File: src/rtl/mixer_param_bank.sv
// mixer_param_bank: parametrised mixer register store with a registered host read
// port and a valid/ready dump engine that streams every stored parameter.
module mixer_param_bank #(
    parameter int V_OSC    = 4,
    parameter int DW       = 8,
    parameter int NAME_LEN = 16,
    parameter int ADR_W    = ($clog2(V_OSC) + 4 < 5) ? 5 : $clog2(V_OSC) + 4
) (
    input  logic                       data_clk,
    input  logic                       reset_data,
    input  logic [1:0]                 bank_sel,
    input  logic [ADR_W-1:0]           adr,
    input  logic                       wr_en,
    input  logic [DW-1:0]              wr_data,
    output logic                       wr_ready,
    input  logic                       rd_en,
    output logic [DW-1:0]              rd_data,
    output logic                       rd_valid,
    input  logic                       dump_start,
    output logic                       dump_busy,
    output logic                       dump_valid,
    input  logic                       dump_ready,
    output logic [1:0]                 dump_bank,
    output logic [ADR_W-1:0]           dump_adr,
    output logic [DW-1:0]              dump_data,
    output logic                       dump_done,
    output logic [V_OSC*DW-1:0]        osc_lvl,
    output logic [V_OSC*DW-1:0]        osc_mod_out,
    output logic [V_OSC*DW-1:0]        osc_feedb_out,
    output logic [V_OSC*DW-1:0]        osc_pan,
    output logic [V_OSC*DW-1:0]        osc_mod_in,
    output logic [V_OSC*DW-1:0]        osc_feedb_in,
    output logic [DW-1:0]              m_vol,
    output logic [16*V_OSC*DW-1:0]     mat_buf1,
    output logic [16*V_OSC*DW-1:0]     mat_buf2,
    output logic [NAME_LEN*8-1:0]      patch_name
);
    localparam logic [1:0] B_COM = 2'd0;
    localparam logic [1:0] B_OSC = 2'd1;
    localparam logic [1:0] B_M1  = 2'd2;
    localparam int NMAT  = 16 * V_OSC;
    localparam int WORDS = 1 + NAME_LEN + 38 * V_OSC;
    localparam int NW    = (NAME_LEN > 1) ? $clog2(NAME_LEN) : 1;
    localparam int OW    = (V_OSC > 1) ? $clog2(V_OSC) : 1;
    localparam int MW    = $clog2(NMAT);
    localparam int IW    = $clog2(WORDS);
    localparam logic [DW-1:0] MID = DW'(1 << (DW - 2));

    typedef struct packed {
        logic          vol;
        logic          name;
        logic          osc;
        logic          mat;
        logic [NW-1:0] ni;
        logic [OW-1:0] oi;
        logic [2:0]    slot;
        logic [MW-1:0] mi;
    } dec_t;

    typedef struct packed {
        logic [1:0]       b;
        logic [ADR_W-1:0] a;
    } loc_t;

    typedef enum logic [1:0] {S_IDLE, S_FETCH, S_PRESENT, S_DONE} dump_state_t;

    // Per-osc slots 0..5 hold lvl, mod_out, feedb_out, pan, mod_in, feedb_in.
    logic [DW-1:0] par_q  [V_OSC][6];
    logic [DW-1:0] vol_q;
    logic [7:0]    name_q [NAME_LEN];
    logic [DW-1:0] mat1_q [NMAT];
    logic [DW-1:0] mat2_q [NMAT];

    dump_state_t   state_q, state_d;
    logic [IW-1:0] idx_q;
    logic          last;
    dec_t          host_dec;
    logic [DW-1:0] host_word, dump_word;
    loc_t          nxt;
    logic [1:0]    src_bank;
    logic [ADR_W-1:0] src_adr;
    logic          wr_fire;

    function automatic dec_t decode(input logic [ADR_W-1:0] a);
        dec_t d;
        int ai, o, k;
        ai = int'(a);
        o  = ai >> 4;
        k  = ai & 15;
        d  = '0;
        d.vol  = (ai == 1);
        d.name = (ai >= 16) && (ai < 16 + NAME_LEN);
        d.ni   = NW'(ai - 16);
        d.oi   = OW'(o);
        d.mi   = MW'(ai);
        d.mat  = (ai < NMAT);
        d.osc  = (o < V_OSC);
        case (k)
            2:       d.slot = 3'd0;
            3:       d.slot = 3'd1;
            4:       d.slot = 3'd2;
            7:       d.slot = 3'd3;
            10:      d.slot = 3'd4;
            11:      d.slot = 3'd5;
            default: d.osc  = 1'b0;
        endcase
        return d;
    endfunction

    function automatic logic [DW-1:0] fetch(input logic [1:0] b, input dec_t d);
        logic [DW-1:0] v;
        v = '0;
        case (b)
            B_COM: begin
                if (d.vol)       v = vol_q;
                else if (d.name) v = DW'(name_q[d.ni]);
            end
            B_OSC:   if (d.osc) v = par_q[d.oi][d.slot];
            B_M1:    if (d.mat) v = mat1_q[d.mi];
            default: if (d.mat) v = mat2_q[d.mi];
        endcase
        return v;
    endfunction

    // Successor of a dump location in patch-send order; never called on the last word.
    function automatic loc_t next_loc(input logic [1:0] b, input logic [ADR_W-1:0] a);
        loc_t r;
        int ai, o, na;
        logic [1:0] nb;
        ai = int'(a);
        o  = ai >> 4;
        nb = b;
        na = ai + 1;
        case (b)
            B_COM: begin
                if (ai == 1) na = 16;
                else if (ai == 15 + NAME_LEN) begin
                    nb = B_OSC;
                    na = 2;
                end
            end
            B_OSC: begin
                case (ai & 15)
                    4, 7: na = ai + 3;
                    11: begin
                        if (o == V_OSC - 1) begin
                            nb = B_M1;
                            na = 0;
                        end else begin
                            na = ai + 7;
                        end
                    end
                    default: na = ai + 1;
                endcase
            end
            B_M1: begin
                if (ai == NMAT - 1) begin
                    nb = 2'd3;
                    na = 0;
                end
            end
            default: na = ai + 1;
        endcase
        r.b = nb;
        r.a = ADR_W'(na);
        return r;
    endfunction

    assign host_dec  = decode(adr);
    assign host_word = fetch(bank_sel, host_dec);
    assign wr_ready  = !dump_busy;
    assign wr_fire   = wr_en && wr_ready;

    always_ff @(posedge data_clk) begin
        if (reset_data) begin
            for (int o = 0; o < V_OSC; o++) begin
                for (int s = 0; s < 6; s++) begin
                    par_q[o][s] <= (s == 3 || (s == 0 && o < 2)) ? MID : '0;
                end
            end
            vol_q <= MID;
            for (int n = 0; n < NAME_LEN; n++) name_q[n] <= 8'h20;
            for (int i = 0; i < NMAT; i++) begin
                mat1_q[i] <= '0;
                mat2_q[i] <= '0;
            end
        end else if (wr_fire) begin
            case (bank_sel)
                B_COM: begin
                    if (host_dec.vol)       vol_q <= wr_data;
                    else if (host_dec.name) name_q[host_dec.ni] <= wr_data[7:0];
                end
                B_OSC:   if (host_dec.osc) par_q[host_dec.oi][host_dec.slot] <= wr_data;
                B_M1:    if (host_dec.mat) mat1_q[host_dec.mi] <= wr_data;
                default: if (host_dec.mat) mat2_q[host_dec.mi] <= wr_data;
            endcase
        end
    end

    // Read samples before this edge's write lands, so a same-cycle write returns old data.
    always_ff @(posedge data_clk) begin
        if (reset_data) begin
            rd_data  <= '0;
            rd_valid <= 1'b0;
        end else begin
            rd_valid <= rd_en;
            if (rd_en) rd_data <= host_word;
        end
    end

    // Dump handshake: a word transfers on each edge where dump_valid && dump_ready;
    // while valid && !ready, dump_bank/adr/data hold and valid stays high.
    always_ff @(posedge data_clk) begin
        if (reset_data) state_q <= S_IDLE;
        else            state_q <= state_d;
    end

    always_comb begin
        state_d    = state_q;
        dump_busy  = 1'b0;
        dump_valid = 1'b0;
        dump_done  = 1'b0;
        case (state_q)
            S_IDLE:  if (dump_start) state_d = S_FETCH;
            S_FETCH: begin
                dump_busy = 1'b1;
                state_d   = S_PRESENT;
            end
            S_PRESENT: begin
                dump_busy  = 1'b1;
                dump_valid = 1'b1;
                if (dump_ready && last) state_d = S_DONE;
            end
            S_DONE: begin
                dump_done = 1'b1;
                state_d   = S_IDLE;
            end
            default: state_d = S_IDLE;
        endcase
    end

    assign last      = (idx_q == IW'(WORDS - 1));
    assign nxt       = next_loc(dump_bank, dump_adr);
    assign src_bank  = (state_q == S_PRESENT) ? nxt.b : dump_bank;
    assign src_adr   = (state_q == S_PRESENT) ? nxt.a : dump_adr;
    assign dump_word = fetch(src_bank, decode(src_adr));

    always_ff @(posedge data_clk) begin
        if (reset_data) begin
            dump_bank <= '0;
            dump_adr  <= '0;
            dump_data <= '0;
            idx_q     <= '0;
        end else begin
            case (state_q)
                S_IDLE: begin
                    if (dump_start) begin
                        dump_bank <= B_COM;
                        dump_adr  <= ADR_W'(1);
                        idx_q     <= '0;
                    end
                end
                S_FETCH: dump_data <= dump_word;
                S_PRESENT: begin
                    if (dump_ready && !last) begin
                        dump_bank <= nxt.b;
                        dump_adr  <= nxt.a;
                        dump_data <= dump_word;
                        idx_q     <= idx_q + IW'(1);
                    end
                end
                default: ;
            endcase
        end
    end

    genvar go, gr, gn;
    generate
        for (go = 0; go < V_OSC; go++) begin : g_osc
            assign osc_lvl[go*DW +: DW]       = par_q[go][0];
            assign osc_mod_out[go*DW +: DW]   = par_q[go][1];
            assign osc_feedb_out[go*DW +: DW] = par_q[go][2];
            assign osc_pan[go*DW +: DW]       = par_q[go][3];
            assign osc_mod_in[go*DW +: DW]    = par_q[go][4];
            assign osc_feedb_in[go*DW +: DW]  = par_q[go][5];
            // Storage is address-ordered (o-major); the packed buses are r-major.
            for (gr = 0; gr < 16; gr++) begin : g_mat
                assign mat_buf1[(gr*V_OSC+go)*DW +: DW] = mat1_q[go*16+gr];
                assign mat_buf2[(gr*V_OSC+go)*DW +: DW] = mat2_q[go*16+gr];
            end
        end
        for (gn = 0; gn < NAME_LEN; gn++) begin : g_name
            assign patch_name[gn*8 +: 8] = name_q[gn];
        end
    endgenerate

    assign m_vol = vol_q;

endmodule

File: config.mk
export PLATFORM = sky130hd
export DESIGN_NAME = mixer_param_bank
export DESIGN_NICKNAME = d
export VERILOG_FILES = /design/src/rtl/mixer_param_bank.sv
export SDC_FILE = /design/constraint.sdc
export NUM_CORES = 2
export LEC_CHECK = 0
export CAP_MARGIN = 40
export CORE_AREA = 2 2 549 551
export CTS_BUF_LIST = sky130_fd_sc_hd__clkbuf_4 sky130_fd_sc_hd__clkbuf_8 sky130_fd_sc_hd__clkbuf_16
export CTS_CLUSTER_SIZE = 8
export DETAILED_ROUTE_END_ITERATION = 12
export DIE_AREA = 0 0 551 553
export PLACE_DENSITY = 0.47
export SETUP_SLACK_MARGIN = 0.2
export SYNTH_ARGS = -nofsm -noshare
export SYNTH_HDL_FRONTEND = slang
export SYNTH_SLANG_ARGS = --single-unit
File: constraint.sdc
create_clock -name data_clk -period 4.2 [get_ports data_clk]
set_input_delay 0.84 -clock data_clk [delete_from_list [all_inputs] [get_ports data_clk]]
set_output_delay 0.84 -clock data_clk [all_outputs]
set_load 0.05 [all_outputs]
==> summary.md <==
| Metric | Value |
|---|---|
| H-Tree Depth | 4 |
| Critical path startpoint category | register |
| Syn Std Cell Area | 0.07752 mm2 |
| PwrDens | ~460 mW/mm2 |
| Leak Pwr | between 40 and 50 nW |
| Post-CTS Hold Fix Bufs | 0 |
| CTS max path bufs | 4 |
| Number of fillers in the final layout | between 20k and 30k |
| Metal2 WL | 247,500 um |
| Initial DRT Pass Iterations | 6 |
| Fraction of layout cells with a size suffix above 1 | between 20% and 30% |
| Via density | about 5.8 |
| Net Count, Synth | roughly 6.6k |
| CTS tree | yes |
| Upper clock frequency limit | between 200 and 250 MHz |
| Hold-critical path depth | 2 |
| CP Buf/Inv Count | 8 |
| Final hold viol count | 0 |
| Min Tclk post-route | ~4200 ps |
| Worst rel slew slack | around a third |
| FF/Latch Area | between 0.04 and 0.05 mm2 |
| Die area | a little over 0.3 mm2 |
| Mapped Cells | 6,551 |
| EDFF count, synth | around 1.3k |
| Initial antenna violation count | slightly below 70 |
| Area contributors post-synth | edfxtp_1 52%, mux4_2 14%, and2_1 10% |
| Fin Setup TNS | 0 ps |
| Status | complete, no violations |
| Required @ worst endpoint | about 5000 ps |
| Vias | 72.43k |
| DRC Markers | 0 |
| Die height | approximately 550 um |
| First-pass GRT wire length | between 700,000 and 800,000 um |
| DP HPWL | between 400,000 and 500,000 um |
| Clk sinks | around 1.4k |
| 1st-iter DRT viols | about 11k |
| Worst-Margin Slew | about 1000 ps |
| Primary FF master, synth | edfxtp_1 |
| Worst-Skew Late Latency | ~930 ps |
| Top Metal Used | met5 |
| Peak supply drop | 0.0003339 V |
| Port Buffer Count | roughly 1.4k |
| Worst setup EP type | register |
| Clk_skew | roughly 46 ps |
| Final GP Congestion | 0.9850 |
| Most common cell after layout, fill and taps aside | clkdlybuf4s50_1 |
| Max-cap violation count | 0 |
| Row count | roughly 200 |
| Final period util | ~100% |
| Final setup fails | 0 |
| Reg2reg path depth | 17 |
| YS warnings | 0 |
| Gr usage total | about a third |
| Slowest-stage cell, CP | or4b_4 |
| Util after Layout | 36.81% |
| Die X | around 550 um |
| Largest net degree at the start of global routing | 98 |
| Nets | 8,533 |
| CTS Root Cell | clkbuf_16 |
| Avg Cell Area, Syn | ~12 um2 |
| Number of library cell types mapped by synthesis | 90 |
| Number of synthesized register bits | roughly 1.4k |
| CP arrival | about 5000 ps |
| Critical path class | register to register |
| Avg WL per Cell | approximately 44 um |
| Routed WL | roughly 560,000 um |
| CP max stage delay | about 530 ps |
| Setup slack, reg-to-reg | 3 ps |
| Post-synth top area cell | edfxtp_1 |
| Area growth from synthesis to layout | 41.88% |
| CORE AREA | roughly 0.30 mm2 |
| RSZ-0062 raised after global routing | true |
| Async SR Flop Fraction | 0% |
| GRT overflow | 0 |
| DRT met1 WL | roughly 210,000 um |
| Area of the multi-input gates | between 0.03 and 0.04 mm2 |
| Critical path, cell by cell | buf_4 -> or4b_4 -> a21boi_4 -> buf_4 -> o211ai_4 -> buf_12 -> buf_16 -> a21oi_4 -> buf_6 -> nor4_2 -> buf_4 -> nand4_1 -> nand4_1 -> buf_4 -> a2111oi_4 -> buf_4 -> o31ai_2 |
| Starting Density | 25.95% |
| Worst-path clk slew | roughly 60 ps |
| Number of global-route vias before repair | slightly below 70k |
| Slew Viols, Final | 0 |
| Most frequent cells in the layout | 1,382 x clkdlybuf4s50_1, 1,344 x edfxtp_1, 1,260 x and2_1, 1,005 x nand2_1, 706 x buf_4 |
| Worst path top cell family by delay | buffers and inverters |
| Num CTS Buffers | just over 200 |
| Min-Delay Path Class | input pin to register |
| Met3 routed wirelength | 65,820 um |
| I/O pin count | between 1k and 1.5k |
| Crit-path max FO | 8 |
| Top-area cell type share of the netlist area | 52.06% |
| CP most frequent cell | buf_4 |
| DRT antenna net count | 0 |
| Register area share after synthesis | a little over half |
| Levels on crit path | 17 |
## logic make-up after synthesis
family,Yosys count,share of synthesized area (%)
simple gates,3506,23.44
flops,1387,53.17
buf+inv,580,3.331
mux,566,15.21
compound gates,492,4.574
xor+xnor,11,0.1243
fa+ha+maj,9,0.1453
## synthesized netlist by cell type (12+ instances only)
library cell / n
nand2_1: 1017
buf_1: 39
nand3_1: 462
o21ai_0: 33
a31oi_1: 72
nor2_1: 254
o22ai_1: 19
inv_1: 14
or2_2: 176
nor3_1: 84
a311oi_1: 64
a211oi_1: 18
mux2i_1: 70
a21oi_1: 88
buf_2: 159
clkbuf_1: 321
a22oi_1: 35
buf_4: 37
a2111oi_0: 12
dfxtp_1: 43
edfxtp_1: 1344
nor4_1: 12
o211ai_1: 43
mux4_2: 489
or3_1: 39
nand2b_1: 15
and3_1: 95
and2_1: 1263
nand4_1: 37
## metrics by stage
step | cells | total power [mW] | worst slack, ps | hold slack (ps) | instance area (um2)
final | 12545 | 50.71 | 3.129 | 318.9 | 110000
after global routing | 12515 | 51.70 | 71.42 | 304.6 | 109900
after CTS | 12460 | 49.32 | 109.5 | 270.5 | 108800
after detailed placement | 12158 | 33.44 | -697.1 | 495.3 | 102200
after global placement | 12117 | 33.34 | -1499 | 488.5 | 101500
after floorplan | 6551 | 25.10 | 384.0 | 479.4 | 77520
## sequential cells by signal (all words and copies together), names as in the netlist, 2 cells and up
name	count
mat1_q	512
rd_data	8
dump_data	8
state_q	2
dump_adr	6
name_q	128
idx_q	8
par_q	192
mat2_q	512
dump_bank	2
m_vol	8
## metal layers
| layer | vias up | GRT usage [%] |
|---|---|---|
| met5 | - | 0.4115 |
| met2 | 5851 | 54.49 |
| met3 | 1087 | 10.64 |
| met1 | 37462 | 43.86 |
| met4 | 22 | 18.62 |
| li1 | 28007 | - |
## cell type report
class / count / area share (%)
clock inverters: 26 / 0.3140
diodes: 34 / 0.07736
well taps: 3958 / 4.503
inverters: 15 / 0.05802
multi-input cells: 4584 / 31.54
flip-flops and latches: 1387 / 37.50
clock buffers: 229 / 4.786
repair buffers: 2312 / 21.22
## repair_timing
item,4_1_cts,5_1_grt
setup buffers,43,37
pin swaps,34,58
gates resized for setup,112,99
cloned,4,10
endpoints found under the setup margin,9,8
## worst reg2reg max path, cell delays in order (launching register included)
cell and delay [ps]:
dfxtp_4 380, buf_4 180, or4b_4 530, a21boi_4 180, buf_4 150, o211ai_4 140, buf_12 210, buf_16 190
a21oi_4 210, buf_6 160, nor4_2 80, buf_4 170, nand4_1 120, nand4_1 410, buf_4 320, a2111oi_4 380
buf_4 220, o31ai_2 60
## report_power, final
| part | leakage [nW] | internal (mW) | switching [mW] |
|---|---|---|---|
| Combinational | 23.3 | 6.80 | 11.9 |
| Clock | 2.76 | 8.88 | 6.57 |
| Sequential | 14.2 | 15.7 | 0.926 |
| Total | 40.2 | 31.4 | 19.4 |
## final timing paths
kind,start,endpoint
setup / recovery,dump_adr[3],dump_data[2]
hold / removal,reset_data,dump_adr[4]
setup reg to reg,dump_adr[3],dump_data[2]
hold reg to reg,rd_data[1],rd_data[1]
Note: power is estimated with default switching activity, not from simulation.
